`src/rtl/morse_pkg.sv`:
```
// morse_pkg: shared Morse element encoding, FSM states, gap thresholds and code-to-ASCII lookup
package morse_pkg;

   localparam logic DOT  = 1'b0;
   localparam logic DASH = 1'b1;

   localparam int CODE_W         = 7;
   localparam int DASH_UNITS     = 2;
   localparam int CHAR_GAP_UNITS = 2;
   localparam int WORD_GAP_UNITS = 5;

   localparam logic [7:0] ASCII_SPACE   = 8'h20;
   localparam logic [7:0] ASCII_UNKNOWN = 8'h3F;

   typedef enum logic [1:0] {IDLE, MARK, GAP, WORD_WAIT} state_t;

   function automatic logic [7:0] morse_lookup(input logic [CODE_W-1:0] code);
      morse_lookup = ASCII_UNKNOWN;
      case (code)
         7'd2:  morse_lookup = "E";
         7'd3:  morse_lookup = "T";
         7'd4:  morse_lookup = "I";
         7'd5:  morse_lookup = "A";
         7'd6:  morse_lookup = "N";
         7'd7:  morse_lookup = "M";
         7'd8:  morse_lookup = "S";
         7'd9:  morse_lookup = "U";
         7'd10: morse_lookup = "R";
         7'd11: morse_lookup = "W";
         7'd12: morse_lookup = "D";
         7'd13: morse_lookup = "K";
         7'd14: morse_lookup = "G";
         7'd15: morse_lookup = "O";
         7'd16: morse_lookup = "H";
         7'd17: morse_lookup = "V";
         7'd18: morse_lookup = "F";
         7'd20: morse_lookup = "L";
         7'd22: morse_lookup = "P";
         7'd23: morse_lookup = "J";
         7'd24: morse_lookup = "B";
         7'd25: morse_lookup = "X";
         7'd26: morse_lookup = "C";
         7'd27: morse_lookup = "Y";
         7'd28: morse_lookup = "Z";
         7'd29: morse_lookup = "Q";
         7'd32: morse_lookup = "5";
         7'd33: morse_lookup = "4";
         7'd35: morse_lookup = "3";
         7'd39: morse_lookup = "2";
         7'd47: morse_lookup = "1";
         7'd48: morse_lookup = "6";
         7'd56: morse_lookup = "7";
         7'd60: morse_lookup = "8";
         7'd62: morse_lookup = "9";
         7'd63: morse_lookup = "0";
         default: morse_lookup = ASCII_UNKNOWN;
      endcase
   endfunction

endpackage

```
`src/rtl/morse_char_fifo.sv`:
```
// morse_char_fifo: small synchronous queue of decoded characters with drop-on-full overflow pulse
module morse_char_fifo #(
   parameter int DEPTH = 4
) (
   input  logic       clk,
   input  logic       resetq,
   input  logic       i_push,
   input  logic [7:0] i_data,
   input  logic       i_pop,
   output logic       o_empty,
   output logic [7:0] o_data,
   output logic       o_overflow
);

   localparam int AW = $clog2(DEPTH);

   logic [7:0]  r_mem [DEPTH];
   logic [AW:0] r_wr;
   logic [AW:0] r_rd;
   logic        r_overflow;
   logic        w_full;
   logic        w_pop;
   logic        w_wr;

   assign o_empty    = r_wr == r_rd;
   assign w_full     = (r_wr[AW] != r_rd[AW]) && (r_wr[AW-1:0] == r_rd[AW-1:0]);
   assign w_pop      = i_pop & ~o_empty;
   assign w_wr       = i_push & (~w_full | w_pop);
   assign o_data     = o_empty ? 8'h00 : r_mem[r_rd[AW-1:0]];
   assign o_overflow = r_overflow;

   // storage: a pop on a full queue frees the head slot in the same cycle
   always_ff @(posedge clk) begin
      if (w_wr) r_mem[r_wr[AW-1:0]] <= i_data;
   end

   // pointers and one-cycle overflow flag for pushes that found no room
   always_ff @(posedge clk or negedge resetq) begin
      if (!resetq) begin
         r_wr       <= '0;
         r_rd       <= '0;
         r_overflow <= 1'b0;
      end else begin
         r_wr       <= w_wr ? r_wr + 1'b1 : r_wr;
         r_rd       <= w_pop ? r_rd + 1'b1 : r_rd;
         r_overflow <= i_push & ~w_wr;
      end
   end

endmodule

```
`src/rtl/morse_rx_decoder.sv`:
```
// morse_rx_decoder: debounces a keyed envelope, times marks/spaces in dot units and queues decoded ASCII
module morse_rx_decoder
   import morse_pkg::*;
#(
   parameter int UNIT_CYCLES     = 2160000,
   parameter int DEBOUNCE_CYCLES = 36000,
   parameter int MAX_ELEMENTS    = 6,
   parameter int FIFO_DEPTH      = 4
) (
   input  logic       clk,
   input  logic       resetq,
   input  logic       key_in,
   output logic [7:0] char_data,
   output logic       char_valid,
   input  logic       char_ready,
   output logic       overflow,
   output logic       busy,
   output logic       key_clean
);

   localparam int DW = $clog2(DEBOUNCE_CYCLES + 1);
   localparam int PW = $clog2(UNIT_CYCLES + 1);
   localparam int CW = $clog2(MAX_ELEMENTS + 1);

   logic [1:0]        r_sync;
   logic              r_key_clean;
   logic [DW-1:0]     r_deb_cnt;
   logic [PW-1:0]     r_pre;
   logic [3:0]        r_unit;
   state_t            r_state;
   state_t            w_next;
   logic [CODE_W-1:0] r_code;
   logic [CW-1:0]     r_cnt;
   logic              r_err;
   logic              r_space_armed;
   logic              w_toggle;
   logic              w_rise;
   logic              w_fall;
   logic              w_tick;
   logic              w_elem;
   logic              w_append;
   logic              w_emit_char;
   logic              w_emit_space;
   logic              w_push;
   logic [7:0]        w_push_data;
   logic              w_empty;

   assign w_toggle    = (r_sync[1] != r_key_clean) && (r_deb_cnt == DW'(DEBOUNCE_CYCLES - 1));
   assign w_rise      = w_toggle & ~r_key_clean;
   assign w_fall      = w_toggle & r_key_clean;
   assign w_tick      = r_pre == PW'(UNIT_CYCLES - 1);
   assign w_elem      = (r_unit >= 4'(DASH_UNITS)) ? DASH : DOT;
   assign w_push      = w_emit_char | w_emit_space;
   assign w_push_data = w_emit_space ? ASCII_SPACE : (r_err ? ASCII_UNKNOWN : morse_lookup(r_code));
   assign key_clean   = r_key_clean;
   assign busy        = r_cnt != '0;
   assign char_valid  = ~w_empty;

   // synchronise the raw key and accept a new level only after it has held steadily
   always_ff @(posedge clk or negedge resetq) begin
      if (!resetq) begin
         r_sync      <= 2'b00;
         r_key_clean <= 1'b0;
         r_deb_cnt   <= '0;
      end else begin
         r_sync      <= {r_sync[0], key_in};
         r_key_clean <= r_key_clean ^ w_toggle;
         r_deb_cnt   <= (r_sync[1] == r_key_clean || w_toggle) ? '0 : r_deb_cnt + 1'b1;
      end
   end

   // dot-unit timebase, restarted on every clean key edge so each mark/space is measured from zero
   always_ff @(posedge clk or negedge resetq) begin
      if (!resetq) begin
         r_pre  <= '0;
         r_unit <= 4'd0;
      end else begin
         r_pre  <= (w_toggle || w_tick) ? '0 : r_pre + 1'b1;
         r_unit <= w_toggle ? 4'd0 : (w_tick && r_unit != 4'hF) ? r_unit + 4'd1 : r_unit;
      end
   end

   // FSM state register
   always_ff @(posedge clk or negedge resetq) begin
      if (!resetq) r_state <= IDLE;
      else         r_state <= w_next;
   end

   // FSM transitions: classify marks on release, close characters and words on long spaces
   always_comb begin
      w_next       = r_state;
      w_append     = 1'b0;
      w_emit_char  = 1'b0;
      w_emit_space = 1'b0;
      case (r_state)
         IDLE: w_next = w_rise ? MARK : IDLE;
         MARK: begin
            w_append = w_fall;
            w_next   = w_fall ? GAP : MARK;
         end
         GAP: begin
            w_emit_char = ~w_rise && r_unit >= 4'(CHAR_GAP_UNITS);
            w_next      = w_rise ? MARK : w_emit_char ? WORD_WAIT : GAP;
         end
         WORD_WAIT: begin
            w_emit_space = ~w_rise && r_unit >= 4'(WORD_GAP_UNITS) && r_space_armed;
            w_next       = w_rise ? MARK : (r_unit >= 4'(WORD_GAP_UNITS)) ? IDLE : WORD_WAIT;
         end
         default: w_next = IDLE;
      endcase
   end

   // element assembly: sentinel-prefixed code, overlong characters flagged and later shown as '?'
   always_ff @(posedge clk or negedge resetq) begin
      if (!resetq) begin
         r_code        <= CODE_W'(1);
         r_cnt         <= '0;
         r_err         <= 1'b0;
         r_space_armed <= 1'b0;
      end else if (w_emit_char) begin
         r_code        <= CODE_W'(1);
         r_cnt         <= '0;
         r_err         <= 1'b0;
         r_space_armed <= 1'b1;
      end else begin
         if (w_emit_space) r_space_armed <= 1'b0;
         if (w_append && r_cnt == CW'(MAX_ELEMENTS)) r_err <= 1'b1;
         else if (w_append) begin
            r_code <= {r_code[CODE_W-2:0], w_elem};
            r_cnt  <= r_cnt + 1'b1;
         end
      end
   end

   morse_char_fifo #(.DEPTH(FIFO_DEPTH)) u_fifo (
      .clk        (clk),
      .resetq     (resetq),
      .i_push     (w_push),
      .i_data     (w_push_data),
      .i_pop      (char_ready),
      .o_empty    (w_empty),
      .o_data     (char_data),
      .o_overflow (overflow)
   );

endmodule

```
`config.mk`:
```
export PLATFORM = sky130hd
export DESIGN_NAME = morse_rx_decoder
export DESIGN_NICKNAME = d
export VERILOG_FILES = /design/src/rtl/morse_pkg.sv /design/src/rtl/morse_char_fifo.sv /design/src/rtl/morse_rx_decoder.sv
export SDC_FILE = /design/constraint.sdc
export NUM_CORES = 1
export LEC_CHECK = 0
export BUFFER_PORTS_ARGS = -buffer_cell sky130_fd_sc_hd__buf_2
export CAP_MARGIN = 10
export CORE_MARGIN = 2
export CORE_UTILIZATION = 51
export CTS_CLUSTER_DIAMETER = 200
export DETAILED_ROUTE_END_ITERATION = 12
export HOLD_SLACK_MARGIN = 0.03
export MAX_ROUTING_LAYER = met4
export PLACE_DENSITY = 0.7
export SYNTH_ARGS = -nofsm -noshare
export SYNTH_HDL_FRONTEND = slang
export SYNTH_HIERARCHICAL = 1
export SYNTH_SLANG_ARGS = --single-unit
```
`constraint.sdc`:
```
create_clock -name clk -period 2.3 [get_ports clk]
set_clock_uncertainty 0.2 [all_clocks]
set_input_delay 0.46 -clock clk [delete_from_list [all_inputs] [get_ports clk]]
set_output_delay 0.46 -clock clk [all_outputs]
set_load 0.01 [all_outputs]
```
==> flow_summary.ini <==
[run_status]
outcome = finished with violations
violations = negative setup slack

[grt]
grt.total_usage_pct = 19.64
grt_pass1_wl_um = 17080
antenna_found_initial = 0
grt_pass1_vias = 3607
grt_max_degree = 29
overflow = 0

[synth]
synth_area_per_cell_sq_um = 11.21
synth_seq_cells = 98
synthCells = 473
ys_seq_area_share_pct = 49.29
synth_edf_count = 32
synth_cell_type_count = 68
postSynth.asyncResetShare_pct = 67.35
synth_warnings = 6
synth_ff_type = dfrtp_1
synth_area_sq_um = 5303

[sta]
fin_ws_ns = -0.09967
rsz0062_at_grt = yes
max-slew-margin-rel_pct = 60.46
fin_crit_sh_pct = 104.3
finalMaxSlewViolations = 0
fin_crit_ns = 2.400
setup_tns_ns = -0.6346
worst_slew_pin_slew_ns = 0.5932
setup_viol = 8
fmax_mhz = 416.7
hold_violations = 0

[routing]
drc = 0
vias = 3649
dr_wl_met2_um = 4959
met1Wirelength_um = 4402
drt-initial-drc-count = 166
wl_met3_um = 342
drt-pass1-iter-count = 5
ant_nets = 0
detail_route.wirelength_um = 9860
viasPerCell = 5.406
top_layer = met4
wl_per_cell_um = 14.61

[clocking]
cts_inserted_buffers = 9
cts_max_level = 3
clk_pin_slew_ns = 0.09
cts_root_buffer = clkbuf_8
clockBufferDepth = 2
clkLatencyLatePin_ns = 0.37
cts_tree = yes
clock-sinks = 98

[floorplan]
dieWidth_um = 106.0
io_pins = 16
rows = 37
die_h_um = 106.0
dieArea_sq_um = 11230
coreArea_sq_um = 10230
initial_core_util_pct = 51.83

[final_layout]
insertedDiodeCount = 0
postLayoutCoreUtil_pct = 60.21
nNetsFinal = 558
layout_common_cells = 73 x nor2_1, 61 x dfrtp_1, 42 x buf_4, 32 x edfxtp_1, 23 x nand2_1
fillers = 834
areaGrowthSynthToFinish_pct = 16.16
layout-drive-gt1-share_pct = 23.75
layout_commonest_cell = nor2_1

[min_path]
hp-class = reg -> reg

[critical_path]
crit_fanout = 8
required_ns = 1.64
crit_arrival_ns = 1.74
critPathKind = reg -> out
crit_path_start_kind = register
endpoint_kind = primary output

[placed_design]
portBuffers = 15
dpl.hpwl_um = 7023
gp_congestion = 0.8902

[pwr]
power_density_nw_per_um2 = 494.9
power_leakage_nw = 2.544
ir_drop_uv = 353.6

[run]
max_cap_violations = 0
==> where the power goes <==
part,internal [mW],switching [mW]
sequential,1.80,0.00415
combinational,0.0211,0.0395
clock,0.606,0.581
total,2.42,0.625
==> metrics by stage <==
step	setup WS (ns)	instance area (sq um)	total power, mW	hold slack, ns	cells
finish	-0.09967	6160	3.049	0.1586	675
global route	-0.2097	6160	3.170	0.1648	675
CTS	-0.1420	6052	3.089	0.1610	674
detailed placement	-0.005154	5777	1.897	0.1403	651
global placement	0.04819	5777	1.895	0.1332	651
floorplan	0.03032	5320	1.852	-0.03559	476
==> final timing paths <==
kind                                start                  to  slack (ns)  depth (start not counted)
min in group asynchronous          resetq        r_deb_cnt[6]        0.42                          2
max in group asynchronous          resetq           r_code[0]        0.83                          3
hold / removal                  r_sync[0]           r_sync[1]        0.16                          0
hold reg to reg                 r_sync[0]           r_sync[1]        0.16                          0
setup reg to reg                r_code[0]  u_fifo/r_mem[3][3]        0.09                          5
setup / recovery           u_fifo/r_rd[0]        char_data[7]        -0.1                          4
==> critical path: stages (launching register included) <==
cell     delay, ns
dfrtp_1       0.39
buf_6         0.18
mux4_1        0.55
nor2b_1       0.14
buf_2         0.13
==> per-layer routing <==
metal / track usage [%] / vias up
li1: - / 1794
met1: 24.81 / 1776
met2: 31.84 / 67
met3: 3.924 / 12
met4: 6.955 / 0
met5: - / -
==> flip-flops by register name (all words and copies together), names as in the netlist, 2 cells and up, named ones only <==
register,count
u_fifo/r_wr,3
r_cnt,3
r_deb_cnt,16
u_fifo/r_mem,32
r_code,7
r_sync,2
u_fifo/r_rd,3
r_unit,4
r_pre,22
r_state,2
==> Yosys cell counts (3+ instances only) <==
library cell	number	area share (%)
nor2_1	76	5.4
mux4_1	8	4.0
o21ai_0	9	0.85
or2_2	3	0.35
and2b_1	4	0.57
nand2b_1	9	1.1
buf_6	5	1.1
xnor2_1	20	3.3
nor4_1	4	0.47
and3_1	11	1.3
mux2i_1	9	1.7
xor2_1	21	3.5
nand2_1	23	1.6
nor3_1	6	0.57
nand3_1	21	2.0
clkbuf_1	8	0.57
nor2b_1	6	0.71
and4b_1	5	0.94
a21oi_1	11	1.0
inv_1	19	1.3
buf_2	3	0.28
edfxtp_1	32	18
a31oi_1	6	0.71
and3_2	4	0.57
ha_1	20	4.7
nand4_1	10	1.2
mux2_2	4	0.85
dfrtp_1	65	31
==> logic make-up (layout without fill, tap and decap cells) <==
| family | Yosys count | in the layout | share of synthesized area [%] |
|---|---|---|---|
| fa+ha+maj | 20 | 20 | 4.719 |
| buf+inv | 35 | 98 | 3.256 |
| mux | 22 | 22 | 6.937 |
| xor+xnor | 43 | 43 | 7.810 |
| simple gates | 202 | 202 | 21.02 |
| compound gates | 52 | 52 | 6.890 |
| other cells | 1 | 4 | 0.07072 |
| flops | 98 | 98 | 49.29 |
==> cell type report <==
cell class,count,area (sq um),share of cell area [%]
Clock buffer,10,127.6,2.072
Clock inverter,6,81.33,1.320
Inverter,19,71.32,1.158
Sequential cell,98,2619,42.51
Timing Repair Buffer,63,476.7,7.739
Multi-Input combinational cell,343,2614,42.43
Tap cell,136,170.2,2.763
==> repair_timing <==
action / 4_1_cts / 5_1_grt
gates cloned: 0 / 0
pin swaps: 2 / 3
buffers inserted: 5 / 1
endpoints found under the setup margin: 40 / 63
hold buffers: 2 / 0
resized for setup: 16 / 21
hold endpoints to repair: 22 / 0
Note: power is estimated with default switching activity, not from simulation.
